===== src/rtl/div_reconstruct_pkg.sv =====
// Shared definitions for the dividend-reconstruction unit (N = Q*D + R).
package div_reconstruct_pkg;

  localparam int DEFAULT_WIDTH = 4;

  typedef enum logic [2:0] {
    S_IDLE  = 3'd0,
    S_CHECK = 3'd1,
    S_MUL   = 3'd2,
    S_ADDR  = 3'd3,
    S_DONE  = 3'd4,
    S_ERR   = 3'd5
  } state_t;

endpackage


===== src/rtl/div_reconstruct_dp.sv =====
// Datapath for div_reconstruct: operand registers, shift-add multiplier,
// remainder adder and the N result register.
module div_reconstruct_dp
  import div_reconstruct_pkg::*;
#(
  parameter int WIDTH = DEFAULT_WIDTH,
  localparam int NW = 2 * WIDTH
) (
  input  logic             clk,
  input  logic             rst,
  input  logic             load,
  input  logic             clear,
  input  logic             step,
  input  logic             add_r,
  input  logic             clr_n,
  input  logic [WIDTH-1:0] Q,
  input  logic [WIDTH-1:0] D,
  input  logic [WIDTH-1:0] R,
  output logic [NW-1:0]    N,
  output logic             cnt_last,
  output logic             d_zero,
  output logic             r_ge_d
);

  localparam int CW = (WIDTH > 1) ? $clog2(WIDTH) : 1;

  logic [WIDTH-1:0] qr, dr, rr;
  logic [NW-1:0]    acc;
  logic [CW-1:0]    cnt;
  logic [NW-1:0]    d_ext, r_ext;

  assign d_ext    = {{WIDTH{1'b0}}, dr};
  assign r_ext    = {{WIDTH{1'b0}}, rr};
  assign cnt_last = (cnt == CW'(WIDTH - 1));
  assign d_zero   = (dr == '0);
  assign r_ge_d   = (rr >= dr);

  // Worst case (2^W-1)^2 + (2^W-1) fits in NW bits, so no carry out is lost.
  always_ff @(posedge clk) begin
    if (!rst) begin
      qr  <= '0;
      dr  <= '0;
      rr  <= '0;
      acc <= '0;
      cnt <= '0;
      N   <= '0;
    end else begin
      if (load) begin
        qr <= Q;
        dr <= D;
        rr <= R;
      end
      if (clear) begin
        acc <= '0;
        cnt <= '0;
      end
      if (step) begin
        if (qr[0]) acc <= acc + (d_ext << cnt);
        qr  <= qr >> 1;
        cnt <= cnt + CW'(1);
      end
      if (add_r) N <= acc + r_ext;
      if (clr_n) N <= '0;
    end
  end

endmodule


===== src/rtl/div_reconstruct.sv =====
// Rebuilds a dividend N = Q*D + R with a go/done/error handshake; control FSM only.
// Build option: define DIV_RECONSTRUCT_REM_CHECK_EN to also reject R >= D.
module div_reconstruct
  import div_reconstruct_pkg::*;
#(
  parameter int WIDTH = DEFAULT_WIDTH,
  localparam int NW = 2 * WIDTH
) (
  input  logic             clk,
  input  logic             rst,
  input  logic             go,
  input  logic [WIDTH-1:0] Q,
  input  logic [WIDTH-1:0] D,
  input  logic [WIDTH-1:0] R,
  output logic [NW-1:0]    N,
  output logic             done,
  output logic             error_flag
);

  state_t state;
  logic   load, clear, step, add_r, clr_n;
  logic   cnt_last, d_zero, r_ge_d, bad_ops;

  assign load  = (state == S_IDLE) && go;
  assign clear = (state == S_CHECK);
  assign step  = (state == S_MUL);
  assign add_r = (state == S_ADDR);
  assign clr_n = (state == S_ERR);

`ifdef DIV_RECONSTRUCT_REM_CHECK_EN
  assign bad_ops = d_zero || r_ge_d;
`else
  assign bad_ops = d_zero;
`endif

  div_reconstruct_dp #(.WIDTH(WIDTH)) u_dp (
    .clk      (clk),
    .rst      (rst),
    .load     (load),
    .clear    (clear),
    .step     (step),
    .add_r    (add_r),
    .clr_n    (clr_n),
    .Q        (Q),
    .D        (D),
    .R        (R),
    .N        (N),
    .cnt_last (cnt_last),
    .d_zero   (d_zero),
    .r_ge_d   (r_ge_d)
  );

  // done/error_flag trail the state by one edge, giving done at edge WIDTH+3.
  always_ff @(posedge clk) begin
    if (!rst) begin
      state      <= S_IDLE;
      done       <= 1'b0;
      error_flag <= 1'b0;
    end else begin
      done       <= (state == S_DONE) || (state == S_ERR);
      error_flag <= (state == S_ERR);
      case (state)
        S_IDLE:  if (go) state <= S_CHECK;
        S_CHECK: state <= bad_ops ? S_ERR : S_MUL;
        S_MUL:   if (cnt_last) state <= S_ADDR;
        S_ADDR:  state <= S_DONE;
        S_DONE:  if (!go) state <= S_IDLE;
        S_ERR:   if (!go) state <= S_IDLE;
        default: state <= S_IDLE;
      endcase
    end
  end

endmodule


===== config.mk =====
export PLATFORM = sky130hd
export DESIGN_NAME = div_reconstruct
export DESIGN_NICKNAME = d
export VERILOG_FILES = /design/src/rtl/div_reconstruct_pkg.sv /design/src/rtl/div_reconstruct_dp.sv /design/src/rtl/div_reconstruct.sv
export SDC_FILE = /design/constraint.sdc
export NUM_CORES = 1
export LEC_CHECK = 0
export CORE_ASPECT_RATIO = 1.5
export CORE_MARGIN = 1
export CORE_UTILIZATION = 51
export CTS_CLUSTER_DIAMETER = 120
export DETAILED_ROUTE_END_ITERATION = 7
export GPL_TIMING_DRIVEN = 0
export HOLD_SLACK_MARGIN = 0.05
export PLACE_DENSITY = 0.82
export RECOVER_POWER = 100
export SKIP_LAST_GASP = 1
export SLEW_MARGIN = 20
export SYNTH_ARGS = -nofsm -noshare
export SYNTH_HDL_FRONTEND = slang
export SYNTH_SLANG_ARGS = --single-unit

===== constraint.sdc =====
create_clock -name clk -period 3.03 [get_ports clk]
set_input_delay 0.4545 -clock clk [delete_from_list [all_inputs] [get_ports clk]]
set_output_delay 0.4545 -clock clk [all_outputs]
set_load 0.01 [all_outputs]

# After elaboration in Yosys (flattened, before gate mapping)
# Cells that the tools add are included.
totals:
  ff_bits: 35
  in_bits: 15
  out_inout_bits: 10
  elab_cells: 46
op_classes:
  addsub: 3
  eq_ne: 9
  n_shift: 1
  muxes: 12
  bitwise_logic: 1
  reduce_logical: 10
ops:
  columns: ["operator", "n"]
  rows:
  - ["8-bit two-way mux", 3]
  - ["3-bit two-way mux", 6]
  - ["3-bit case mux with 5 select lines", 1]
  - ["8-bit by 4-bit adder with 8-bit output", 1]
  - ["8-bit adder", 1]
  - ["4-bit by 2-bit left shift with 8-bit output", 1]
  - ["3-bit by 2-bit equality test with 1-bit output, second input constant", 2]
  - ["3-bit equality test, second input constant", 2]
  - ["2-bit OR reduction", 3]
  - ["4-bit zero test", 1]
  - ["2-bit two-way mux", 2]
  - ["2-bit != test, second input constant", 2]
  - ["2-bit nonzero test", 2]
  - ["3-bit by 1-bit equality test with 1-bit output, second input constant", 1]
  - ["3-bit zero test", 1]
  - ["3-bit AND reduction", 1]
  - ["2-bit by 1-bit adder with 2-bit output, second input constant", 1]
  - ["2-bit equality test, second input constant", 1]
  - ["2-bit by 1-bit != test with 1-bit output, second input constant", 1]
  - ["1-bit logical AND", 1]
  - ["1-bit logical OR", 1]
  - ["1-bit inverter", 1]

# Longest topological paths before layout
# Gate-level depths: netlist of the first run.
logic_depth:
  word_depth: 4
  mapped_depth: 11
  depth_no_buf: 10

# Modules after synthesis
# From an unflattened synthesis of the first run, not the netlist that was laid out.
unflattened:
  cells_unflattened: 237
  hier_area_um2: 2103.3
modules_own_cells:
  columns: ["module", "instances", "cells_per_inst", "area_per_inst_um2", "seq_area_each_um2"]
  rows:
  - ["div_reconstruct_dp", 1, 206, 1844.3, 600.6]
  - ["div_reconstruct", 1, 31, 259.0, 100.1]

# Worst setup path after synthesis of the first run
# No wires, ideal clock.
synth_timing:
  kind: "register to register"
  from: "register u_dp.cnt[1]"
  to: "register u_dp.acc[7]"
  setup_ns: 0.072
  arrival_time_ns: 2.056
  required_time_ns: 2.958
  setup_slack_ns: 0.903
  path_stages_with_launch: 11
  path_buffers: 1
  synth_period_minus_slack_ns: 2.127
  cell_sequence: "dfxtp_1 > clkbuf_1 > mux2_2 > nor2_1 > a21oi_1 > ha_1 > o21ai_0 > o21ai_0 > o2111ai_1 > a21boi_1 > mux2i_1"
synth_via:
  elab_chain_cells: 4
synth_rtl:
  columns: ["element", "line", "text"]
  rows:
  - ["start: declaration", "div_reconstruct_dp.sv:29", "logic [CW-1:0] cnt;"]
  - ["start signal: assignment", "div_reconstruct_dp.sv:60", "cnt <= cnt + CW'(1);"]
  - ["4-bit by 2-bit left shift with 8-bit output", "div_reconstruct_dp.sv:58", "if (qr[0]) acc <= acc + (d_ext << cnt);"]
  - ["8-bit adder", "div_reconstruct_dp.sv:58", null]
  - ["8-bit two-way mux", "div_reconstruct_dp.sv:58", null]
  - ["8-bit two-way mux", "div_reconstruct_dp.sv:57", "if (step) begin"]
  - ["end signal: assignment", "div_reconstruct_dp.sv:58", null]
  - ["end: declaration", "div_reconstruct_dp.sv:28", "logic [NW-1:0] acc;"]
# Every way passes these cells.
# A chain may end at the register's enable or synchronous reset.

# Final worst setup path of the first run
# Ends and elaborated chain as after synthesis.

==> summary.md, run 1 <==
| Metric | Value |
|---|---|
| Outcome | `complete, no violations` |
| Gp weighted congestion | `0.849` |
| Period utilization | `83.7%` |
| Unrepaired setup endpoints after global routing | `false` |
| Die area | `between 4000 and 5000 sq um` |
| Setup Skew | `0.00522 ns` |
| Fin Hold WS | `0.446 ns` |
| Nets | `between 300 and 400` |
| Final Setup Violations | `0` |
| Seq/Total Area, Yosys | `approximately 34%` |
| Peak supply drop | `0.347 mV` |
| Synth Flop Type | `dfxtp_1` |
| Post-Syn Instances | `241` |
| FF-to-FF path depth | `10` |
| Endpoints failing hold | `0` |
| Initial antenna violation count | `0` |
| CP Class | `reg -> reg` |
| Hold-fix buffers, CTS | `0` |
| Post-synth EDFFs | `0` |
| Worst EP arrival | `2.76 ns` |
| First-pass GRT wire length | `6.67 mm` |
| Site Rows | `27` |
| Clock slew at reported path FFs | `0.07 ns` |
| Die width | `53.6 microns` |
| Hold EP | `u_dp.N[2]` |
| Max-slew headroom | `69.9%` |
| Setup TNS Final | `0 ns` |
| CTS sink cnt | `35` |
| Cell area after layout | `2410 sq um` |
| PD cells | `448 nW/um^2` |
| Final worst-path setup slack | `roughly 0.49 ns` |
| Die H | `79.3 microns` |
| Top Ports | `25` |
| DRC | `0` |
| Antenna diodes | `0` |
| Largest net degree at the start of global routing | `11` |
| Synthesis-to-layout area growth | `18.5%` |
| Leakage power | `0.952 nW` |
| Max cap viols | `0` |
| Gr ovfl total | `0` |
| Resized cells post-CTS | `0` |
| Vias in the first global route | `1558` |
| Syn Area/Cell | `~8.4 sq um` |
| CTS root buf | `clkbuf_8` |
| Min cycle time layout | `between 2 and 3 ns` |
| WP data required | `approximately 3.3 ns` |
| Pre-CTS setup slack | `0.548 ns` |
| Inserted Clock Buffers | `5` |
| Synth async-reset ratio | `0%` |
| Ys Warns | `0` |
| Routed WL | `4.05 mm` |
| R2r endpoint | `u_dp.acc[7]` |
| Min-delay src | `u_dp.N[2]` |
| Fmax | `between 300 and 400 MHz` |
| Crit path max fanout | `7` |
| Layout cells sized above 1 | `6.59%` |
| Fillers | `~340` |
| Dpl cell area | `2330 sq um` |
| Max Slew Vio Count | `0` |
| Reg2reg setup slack | `between 0.4 and 0.5 ns` |
| Yosys cell types | `48` |
| Synth Register Bits | `35` |
| CP endpoint kind | `register` |
| ANT nets after route | `0` |
| Startpoint Class | `register` |
| DR pass1 iterations | `4` |
| DRT iter0 DRCs | `49` |
| Starting Density | `54.2%` |
| Avg WL per Cell | `approximately 13 microns` |
| Worst r2r src | `u_dp.cnt[1]` |
| Synthesized area | `a little over 2000 sq um` |
| Clk buf depth | `2` |
| Post-Syn Nets | `between 200 and 300` |
| CTS tree | `yes` |
| Core box area | `3750 sq um` |
| Hold Path Class | `reg -> reg` |
| Clock latency on the worst-skew pair | `0.29 ns` |
| Placed cell count | `around 300` |
| Hold Crit Depth | `2` |
| I/O Buffers | `24` |
| H-tree lvl count | `2` |
| Actual slew at the worst max-slew pin | `0.448 ns` |
| GRT Total Usage | `21.5%` |
| Post-DP HPWL | `3.11 mm` |
| Final instance count without filler cells | `roughly 320` |
| Total vias in the final route | `around 1700` |
| Routed vias/inst | `5.53` |
| Postcts setup bufs | `0` |
-- power breakdown --
group          internal, mW  switching [mW]  total [mW]  leakage [nW]
logic                0.0953           0.109       0.205         0.616
registers             0.485          0.0189       0.504         0.284
clock network         0.207           0.163       0.370        0.0515
-- worst max-delay path by stage --
stage                            from           to  slack [ns]  cells after the start
after global placement    u_dp.cnt[1]  u_dp.acc[7]        0.64                     10
after CTS                 u_dp.cnt[1]  u_dp.acc[7]        0.55                     10
after floorplan           u_dp.cnt[1]  u_dp.acc[7]        0.90                     10
after detailed placement  u_dp.cnt[1]  u_dp.acc[7]        0.55                     10
after global routing      u_dp.cnt[1]  u_dp.acc[7]        0.18                     10
final                     u_dp.cnt[1]  u_dp.acc[7]        0.49                     10
-- sequential cells by signal, summed over array words and instances, names as in the netlist --
signal      flops
u_dp.qr         4
done            1
error_flag      1
u_dp.dr         4
u_dp.N          8
state           3
u_dp.acc        8
u_dp.rr         4
u_dp.cnt        2
-- through the flow --
step	utilization (%)	total power, mW
after floorplan	-	0.663
after global placement	62.1	0.720
after detailed placement	62.1	0.727
after CTS	64.7	1.10
after global routing	64.2	1.14
final	64.2	1.08
-- Yosys cell counts (2+ instances only) --
| cell | instances | area [sq um] |
|---|---|---|
| buf_2 | 6 | 30.0 |
| or3_1 | 3 | 18.8 |
| o22ai_1 | 3 | 18.8 |
| o2111ai_1 | 2 | 17.5 |
| inv_1 | 10 | 37.5 |
| a21o_1 | 2 | 15.0 |
| mux2i_1 | 6 | 60.1 |
| nand3_1 | 3 | 15.0 |
| buf_6 | 2 | 22.5 |
| and2b_1 | 4 | 30.0 |
| nor3b_1 | 2 | 15.0 |
| ha_1 | 12 | 150 |
| a21boi_1 | 3 | 22.5 |
| a211oi_1 | 7 | 52.6 |
| xor2_1 | 2 | 17.5 |
| clkbuf_1 | 5 | 18.8 |
| xnor2_1 | 4 | 35.0 |
| fa_1 | 2 | 40.0 |
| a22oi_1 | 6 | 45.0 |
| and3_1 | 4 | 25.0 |
| nand2_1 | 35 | 131 |
| a21boi_0 | 9 | 67.6 |
| a21oi_1 | 14 | 70.1 |
| and2_1 | 6 | 37.5 |
| nand3b_1 | 2 | 15.0 |
| nor2_1 | 15 | 56.3 |
| o21ai_0 | 8 | 40.0 |
| nor2b_1 | 9 | 56.3 |
| dfxtp_1 | 35 | 701 |
| a32oi_1 | 2 | 17.5 |
-- routing by layer --
layer	up-vias	wire length, microns	GRT usage [%]
met5	-	0	0
met4	0	86	11.6
met3	9	87	4.98
met2	27	2150	38.4
met1	800	1730	21.7
li1	911	-	-
-- cell usage in the layout (no fill, tap or decap), types with 6 or more instances in the layout --
cell type	n
nand2_1	35
dfxtp_1	35
nor2_1	15
a21oi_1	14
ha_1	12
clkdlybuf4s50_1	12
dlygate4sd3_1	12
inv_1	10
a21boi_0	10
nor2b_1	9
clkbuf_1	8
o21ai_0	8
a211oi_1	7
clkbuf_8	7
mux2i_1	6
a22oi_1	6
-- cell families (layout without fill, tap and decap cells) --
group	Yosys count	after routing	synth area share (%)
buffers and inverters	23	55	5.35
multiplexers	7	7	3.51
XOR/XNOR	6	6	2.58
AND/OR/NAND/NOR	91	91	23.3
adder cells (fa/ha/maj)	14	14	9.35
flip-flops	35	35	34.5
AO/OA/AOI/OAI	65	65	21.4
-- worst max-delay path, cell delays in order (launching register included) --
cell and delay (ns):
dfxtp_1 0.35, clkbuf_1 0.26, mux2_1 0.38, nor2_1 0.10, a21oi_1 0.05, ha_1 0.36
o21ai_0 0.09, o21ai_0 0.26, o2111ai_1 0.17, a21boi_1 0.24, mux2i_1 0.20
-- layout make-up --
class | count | area (sq um) | share of cell area (%)
multi-input cells | 183 | 1210 | 50.1
flip-flops and latches | 35 | 701 | 29.1
repair buffers | 24 | 240 | 9.97
clock buffers | 8 | 100 | 4.16
plain buffers | 13 | 68.8 | 2.86
well taps | 43 | 53.8 | 2.23
inverters | 10 | 37.5 | 1.56
Note: power is estimated with default switching activity, not from simulation.
==> run 2, diff against run 1 <==
--- a/config.mk
+++ b/config.mk
@@ -7,12 +7,12 @@
 export LEC_CHECK = 0
 export CORE_ASPECT_RATIO = 1.5
 export CORE_MARGIN = 1
-export CORE_UTILIZATION = 51
+export CORE_UTILIZATION = 50
 export CTS_CLUSTER_DIAMETER = 120
 export DETAILED_ROUTE_END_ITERATION = 7
 export GPL_TIMING_DRIVEN = 0
 export HOLD_SLACK_MARGIN = 0.05
-export PLACE_DENSITY = 0.82
+export PLACE_DENSITY = 0.84
 export RECOVER_POWER = 100
 export SKIP_LAST_GASP = 1
 export SLEW_MARGIN = 20
==> constraint.sdc (replaced) <==
create_clock -name clk -period 2.3 [get_ports clk]
set_input_delay 0.345 -clock clk [delete_from_list [all_inputs] [get_ports clk]]
set_output_delay 0.345 -clock clk [all_outputs]
set_load 0.01 [all_outputs]
==> summary.md, run 2 (synthesized netlist as in run 1, its figures left out) <==
| Metric | Value |
|---|---|
| First-pass GRT wire length | `6.91 mm (was 6.67 mm)` |
| DRT iter0 DRCs | `30 (was 49)` |
| CTS root buf | `clkbuf_8 (unchanged)` |
| Period utilization | `95.8% (was 83.7%)` |
| Slowest-stage cell, CP | `dfxtp_4 (was mux2_1)` |
| Initial antenna violation count | `0 (unchanged)` |
| Commonest non-fill, non-tap cells in the layout | `35 x nand2_1, 34 x dfxtp_1, 15 x nor2_1 (was 35 x nand2_1, 35 x dfxtp_1, 15 x nor2_1)` |
| Final Setup Violations | `0 (unchanged)` |
| Max cap viols | `0 (unchanged)` |
| Final worst-path setup slack | `0.0962 ns (was 0.493 ns)` |
| Unrepaired setup endpoints after global routing | `false (unchanged)` |
| Routed vias/inst | `5.57 (was 5.53)` |
| Post-DP HPWL | `3.17 mm (was 3.11 mm)` |
| H-tree lvl count | `2 (unchanged)` |
| Fillers | `350 (was 337)` |
| Startpoint Class | `register (unchanged)` |
| CP endpoint kind | `register (unchanged)` |
| Clock latency on the worst-skew pair | `0.29 ns (about the same)` |
| Site Rows | `28 (was 27)` |
| I/O Buffers | `24 (unchanged)` |
| Top Ports | `25 (unchanged)` |
| Max-slew headroom | `68.6% (was 69.9%)` |
| Nets | `301 (unchanged)` |
| DR pass1 iterations | `6 (was 4)` |
| Reg2reg setup slack | `0.1 ns (was 0.49 ns)` |
| Pre-CTS setup slack | `-0.129 ns (was 0.548 ns)` |
| Endpoints failing hold | `0 (unchanged)` |
| Outcome | `complete, but fails checks (was complete, no violations)` |
| Fin Hold WS | `0.451 ns (was 0.446 ns)` |
| ANT nets after route | `0 (unchanged)` |
| Crit-path max cell delay | `0.40 ns (was 0.38 ns)` |
| Starting Density | `51.8% (was 54.2%)` |
| Routed WL | `4.24 mm (was 4.05 mm)` |
| Synthesis-to-layout area growth | `20.9% (was 18.5%)` |
| Critical Path Most Common Cell | `a21oi_1 (was o21ai_0)` |
| Clock slew at reported path FFs | `0.07 ns (about the same)` |
| Crit path max fanout | `8 (was 7)` |
| Fmax | `454 MHz (was 394 MHz)` |
| Core box area | `3920 sq um (was 3750 sq um)` |
| Gp weighted congestion | `0.848 (was 0.849)` |
| Worst EP arrival | `2.39 ns (was 2.76 ns)` |
| Inserted Clock Buffers | `5 (unchanged)` |
| Avg WL per Cell | `13.3 microns (was 12.8 microns)` |
| Actual slew at the worst max-slew pin | `0.472 ns (was 0.448 ns)` |
| GRT Total Usage | `21.7% (was 21.5%)` |
| Vias in the first global route | `1626 (was 1558)` |
| Die width | `54.1 microns (was 53.6 microns)` |
| Setup Skew | `0.00513 ns (was 0.00522 ns)` |
| DRC | `1 (was 0)` |
| Peak supply drop | `0.462 mV (was 0.347 mV)` |
| CP Class | `reg -> reg (unchanged)` |
| Violated checks | `DRC` |
| Regs by FF count | `u_dp.N x8, u_dp.acc x8 (unchanged)` |
| CTS sink cnt | `35 (unchanged)` |
| Clk buf depth | `2 (unchanged)` |
| Largest net degree at the start of global routing | `11 (unchanged)` |
| Gr ovfl total | `0 (unchanged)` |
| Leakage power | `0.960 nW (was 0.952 nW)` |
| Total vias in the final route | `1771 (was 1747)` |
| PD cells | `587 nW/um^2 (was 448 nW/um^2)` |
| Layout cells sized above 1 | `10.3% (was 6.59%)` |
| Die H | `80.1 microns (was 79.3 microns)` |
| Hold Path Class | `reg -> reg (unchanged)` |
| Die area | `4330 sq um (was 4250 sq um)` |
| Cell breakdown of the critical path | `mux2_4, nor2_1, a21oi_1, ha_1, buf_4, o21a_1, o31ai_1, a21oi_1, mux2i_1, a31o_2 (was clkbuf_1, mux2_1, nor2_1, a21oi_1, ha_1, o21ai_0, o21ai_0, o2111ai_1, a21boi_1, mux2i_1)` |
| Most common cell after layout, fill and taps aside | `nand2_1` |
| Antenna diodes | `0 (unchanged)` |
| CTS tree | `yes (unchanged)` |
| Hold-fix buffers, CTS | `0 (unchanged)` |
| WP data required | `2.49 ns (was 3.25 ns)` |
| Max Slew Vio Count | `0 (unchanged)` |
| Min cycle time layout | `2.20 ns (was 2.54 ns)` |
-- run 2: where the power goes --
| group | internal, mW | switching [mW] | total [mW] |
|---|---|---|---|
| registers | 0.638 | 0.0257 | 0.664 |
| logic | 0.133 | 0.153 | 0.285 |
| clock network | 0.273 | 0.221 | 0.495 |
-- run 2: worst paths after layout --
kind                            cells after the start        start          end
worst max register to register                     10  u_dp.cnt[1]  u_dp.acc[6]
worst min register to register                      2    u_dp.N[2]    u_dp.N[2]
worst min-delay path                                2    u_dp.N[2]    u_dp.N[2]
worst max-delay path                               10  u_dp.cnt[1]  u_dp.acc[6]
-- run 2: timing repair --
item | 4_1_cts | 5_1_grt
pin swaps | 1 | 4
buffers inserted | 0 | 1
gates resized for setup | 4 | 10
endpoints found under the setup margin | 3 | 3
hold endpoints to repair | 0 | 0
-- run 2: layout make-up --
type / count / area [sq um] / share of cell area, %
inverter: 10 / 37.5 / 1.53
clock buffer: 8 / 100 / 4.07
sequential: 35 / 704 / 28.7
multi-input combinational: 183 / 1250 / 50.8
buffer: 12 / 62.6 / 2.54
timing repair buffer: 25 / 248 / 10.1
tap: 45 / 56.3 / 2.29
-- run 2: metrics by stage --
| stage | util, % | setup TNS, ns | cell area (sq um) | std cells | total power, mW |
|---|---|---|---|---|---|
| detailed placement | 59.4 | -0.203 | 2330 | 310 | 0.961 |
| global placement | 59.4 | -0.147 | 2330 | 310 | 0.950 |
| global route | 62.7 | 0 | 2460 | 318 | 1.51 |
| finish | 62.7 | 0 | 2460 | 318 | 1.44 |
| floorplan | - | 0 | 2030 | 241 | 0.874 |
| CTS | 62.0 | 0 | 2430 | 317 | 1.45 |
-- run 2: metal layers --
layer / global-route usage [%] / share of wire, % / vias to the layer above / routed length (microns)
li1: - / - / 908 / -
met1: 22.8 / 41 / 825 / 1740
met2: 39.3 / 54 / 29 / 2290
met3: 4.36 / 2.4 / 9 / 103
met4: 10.0 / 2.5 / 0 / 106
met5: 0 / 0 / - / 0
-- run 2: critical path, delay by kind of cell (launching register included) --
family | cells | cell delay (ns)
DFF | 1 | 0.40
AOI/OAI and AO/OA | 5 | 0.65
and+or+nand+nor | 1 | 0.09
muxes | 2 | 0.45
adders and majority gates | 1 | 0.35
buffers and inverters | 1 | 0.15
==> patch 1 (config.mk and constraints of run 2) <==
The output `done` loses its register stage (`done` becomes a continuous assignment).
--- a/src/rtl/div_reconstruct.sv
+++ b/src/rtl/div_reconstruct.sv
@@ -54,10 +54,8 @@
   always_ff @(posedge clk) begin
     if (!rst) begin
       state      <= S_IDLE;
-      done       <= 1'b0;
       error_flag <= 1'b0;
     end else begin
-      done       <= (state == S_DONE) || (state == S_ERR);
       error_flag <= (state == S_ERR);
       case (state)
         S_IDLE:  if (go) state <= S_CHECK;
@@ -71,5 +69,7 @@
     end
   end
 
+  assign done = (state == S_DONE) || (state == S_ERR);
+
 endmodule
 
Formal check against the unedited RTL: not equivalent (a bounded check fails within 4 cycles, from zero or initial values and one cycle with rst low).
==> patch 1 against run 2 <==
  * The flow finishes with violations (setup timing)
  * Power up 3.8%
  * Non-clock buffer count increased by 11
  * Sequential share of layout area fell by 1.1 points
  * Synthesized area fell by 5.5%
  * Wire length grew 13%
  * Design area grew 1.7%
  * Setup slack worse by 0.10 ns
  * Sequential cell count shrank 1
  * Largest cell class unchanged
==> patch 1: results <==
set metrics [dict create \
    run_status "finished, violations left" \
    violations "setup timing" \
    drive_above_1_share_pct 16.8 \
    ir_worst_vdd_v 0.000556 \
    skew_ns 0.00580 \
    final_cell_count_no_fill 317 \
    cp_max_fo 9 \
    setup_violations 1 \
    multi_input_area_um2 1220 \
    yosysSeqAreaShare_pct 35.4 \
    dp.cells 295 \
    postCtsSetupBuffers 6 \
    pg_clk_uw 538 \
    yosys-top-cells-area "dfxtp_1, ha_1, nand2_1, a21boi_0, nor2_1" \
    gp_congestion 0.856 \
    worstPathArrival_ns 2.48 \
    place_ws_ns -0.210 \
    syn_area_um2 1920 \
    dpl-instance-area_um2 2220 \
    grt_first_pass_wirelength_um 7700 \
    fin_ws_ns -0.00396 \
    fin_setup_tns_ns -0.00396 \
    syn_nets 257 \
    finalPower_mw 1.50 \
    critPathTopFamily "flip-flops" \
]
==> patch 1: changes by cell type in the layout (fill, tap and decap cells not counted), moves of 4 or more <==
cell             before  now
buf_4                 1   16
dlygate4sd3_1        11    0
inv_1                 9    5
and2b_1               4    0
dfxtp_1              34   30
clkdlybuf4s50_1      13   24
==> patch 1: worst paths after layout <==
check	start	to	slack (ns)	cells past startpoint
max	u_dp.cnt[1]$_SDFFE_PN0P_	u_dp.acc[6]$_SDFF_PN0_	-0.004	11
min	u_dp.N[3]$_SDFFE_PP0N_	u_dp.N[3]$_SDFFE_PP0N_	0.45	2
max reg2reg	u_dp.cnt[1]$_SDFFE_PN0P_	u_dp.acc[6]$_SDFF_PN0_	-0.004	11
min reg2reg	u_dp.N[3]$_SDFFE_PP0N_	u_dp.N[3]$_SDFFE_PP0N_	0.45	2
==> patch 1: area by class of cell <==
class                      instances  share of cell area, %
inverter                           6                  0.901
sequential                        34                   27.5
clock buffer                       7                   3.05
multi-input combinational        178                   49.0
tap                               43                   2.15
clock inverter                     1                   1.20
timing repair buffer              39                   14.1
buffer                             9                   2.05
==> patch 1: layer usage <==
metal / part of all wire [%] / routed length (um) / GRT usage (%)
met2: 55 / 2640 / 47.7
met3: 3.7 / 178 / 6.67
met5: 0 / 0 / 0
met1: 37 / 1780 / 22.8
met4: 4.1 / 199 / 14.7
==> patch 1: cell families (layout without fill, tap and decap cells) <==
kind of cell,count (synthesis),in the layout,synth area share [%]
adder cells (fa/ha/maj),14,14,9.90
buffers and inverters,16,62,3.45
AO/OA/AOI/OAI,59,59,20.6
XOR/XNOR,7,7,3.19
multiplexers,6,6,3.19
AND/OR/NAND/NOR,92,92,24.2
flip-flops,34,34,35.4
==> patch 2 (config.mk and constraints of run 2) <==
Made on the original files. The package constant `DEFAULT_WIDTH` goes from 4 to 8.
--- a/src/rtl/div_reconstruct_pkg.sv
+++ b/src/rtl/div_reconstruct_pkg.sv
@@ -1,7 +1,7 @@
 // Shared definitions for the dividend-reconstruction unit (N = Q*D + R).
 package div_reconstruct_pkg;
 
-  localparam int DEFAULT_WIDTH = 4;
+  localparam int DEFAULT_WIDTH = 8;
 
   typedef enum logic [2:0] {
     S_IDLE  = 3'd0,
Interface: changed (resized D, N, Q and R); port bits go from 25 to 45. The function was not compared with the original's and may differ.
==> patch 2 against run 2 <==
  * The run ends with setup timing left
  * Sequential power grew 90%
  * Wire length grew to 2.7 times the old value
  * Design area grew 120%
  * First-iteration DRC count grew to 8.5 times the old value
  * Critical endpoint is now u_dp.acc[14]$_SDFF_PN0_
  * Die area grew 94%
  * Critical path type unchanged
  * Synthesized area grew 98%
  * Non-clock buffer count grew 51
  * Sequential cell count grew 29
  * Setup slack lost 0.32 ns
  * Power grew 120%
==> patch 2: results <==
set metrics [dict create \
    whs_ns 0.302 \
    worstHoldPathCells 3 \
    synth_cell_type_count 59 \
    grt_pass1_vias 3940 \
    fin_setup_tns_ns -1.52 \
    regArea_um2 1290 \
    worstPathArrival_ns 2.74 \
    fin_ws_ns -0.227 \
    cts-buffers-inserted 9 \
    dr.pass1.iters 5 \
    synthXorXnorAreaFrac_pct 4.36 \
    violations "setup timing" \
    hold_path_class "in2reg" \
    synth_compound_area_share_pct 22.8 \
    run_status "finished, violations left" \
    skew_ns 0.00532 \
    use_met1_pct 30.6 \
    syn_nets 552 \
    routed-via-count 4044 \
    n_clock_buffer 12 \
    grtUsageMet2_pct 49.2 \
    endpoint "u_dp.acc[14]$_SDFF_PN0_" \
    dpl-instance-area_um2 4680 \
    grt_usage_pct 28.2 \
    cp_max_fo 7 \
    synth-seq-cells 64 \
    cts-resized-gates 41 \
    clk_latency_ns 0.33 \
    fill_cells 595 \
    route.met2.wl_um 6140 \
    buffers 88 \
    grt_first_pass_wirelength_um 18300 \
    multi_input_area_um2 2900 \
    wl_met1_um 4240 \
    worstReg2RegEnd "u_dp.acc[14]$_SDFF_PN0_" \
    wl_um 11600 \
    grt_max_degree 12 \
    yosysSeqAreaShare_pct 31.9 \
    setup_violations 9 \
    yosys-top-cells-area "dfxtp_1, nand2_1, ha_1, a21boi_0, a21oi_1" \
    dr_wl_met3_um 540 \
    place_ws_ns -0.435 \
    layout.nonclk_buf_share_pct 14.0 \
    switching_share_pct 29.2 \
    clk_pin_slew_ns 0.05 \
]
## patch 2: power groups by stage
stage	clock network [mW]	registers [mW]	logic [mW]
floorplan	0	1.25	0.424
global placement	0	1.26	0.580
detailed placement	0	1.27	0.597
CTS	1.30	1.25	0.665
global route	1.35	1.27	0.757
finish	1.29	1.26	0.691
## patch 2: cell families (layout without fill, tap and decap cells)
family | after synthesis | count (layout)
adder cells (fa/ha/maj) | 27 | 27
flip-flops | 64 | 64
multiplexers | 17 | 17
AND/OR/NAND/NOR | 200 | 200
buffers and inverters | 34 | 113
AO/OA/AOI/OAI | 136 | 136
XOR/XNOR | 20 | 20
## patch 2: worst max-delay path: cells and delay by family, from the launching register on
kind,cells,cell delay (ns)
AO/OA/AOI/OAI,5,0.91
XOR/XNOR,1,0.19
adder cells (fa/ha/maj),1,0.24
buffers and inverters,1,0.15
flip-flops,1,0.41
multiplexers,1,0.25
AND/OR/NAND/NOR,2,0.25
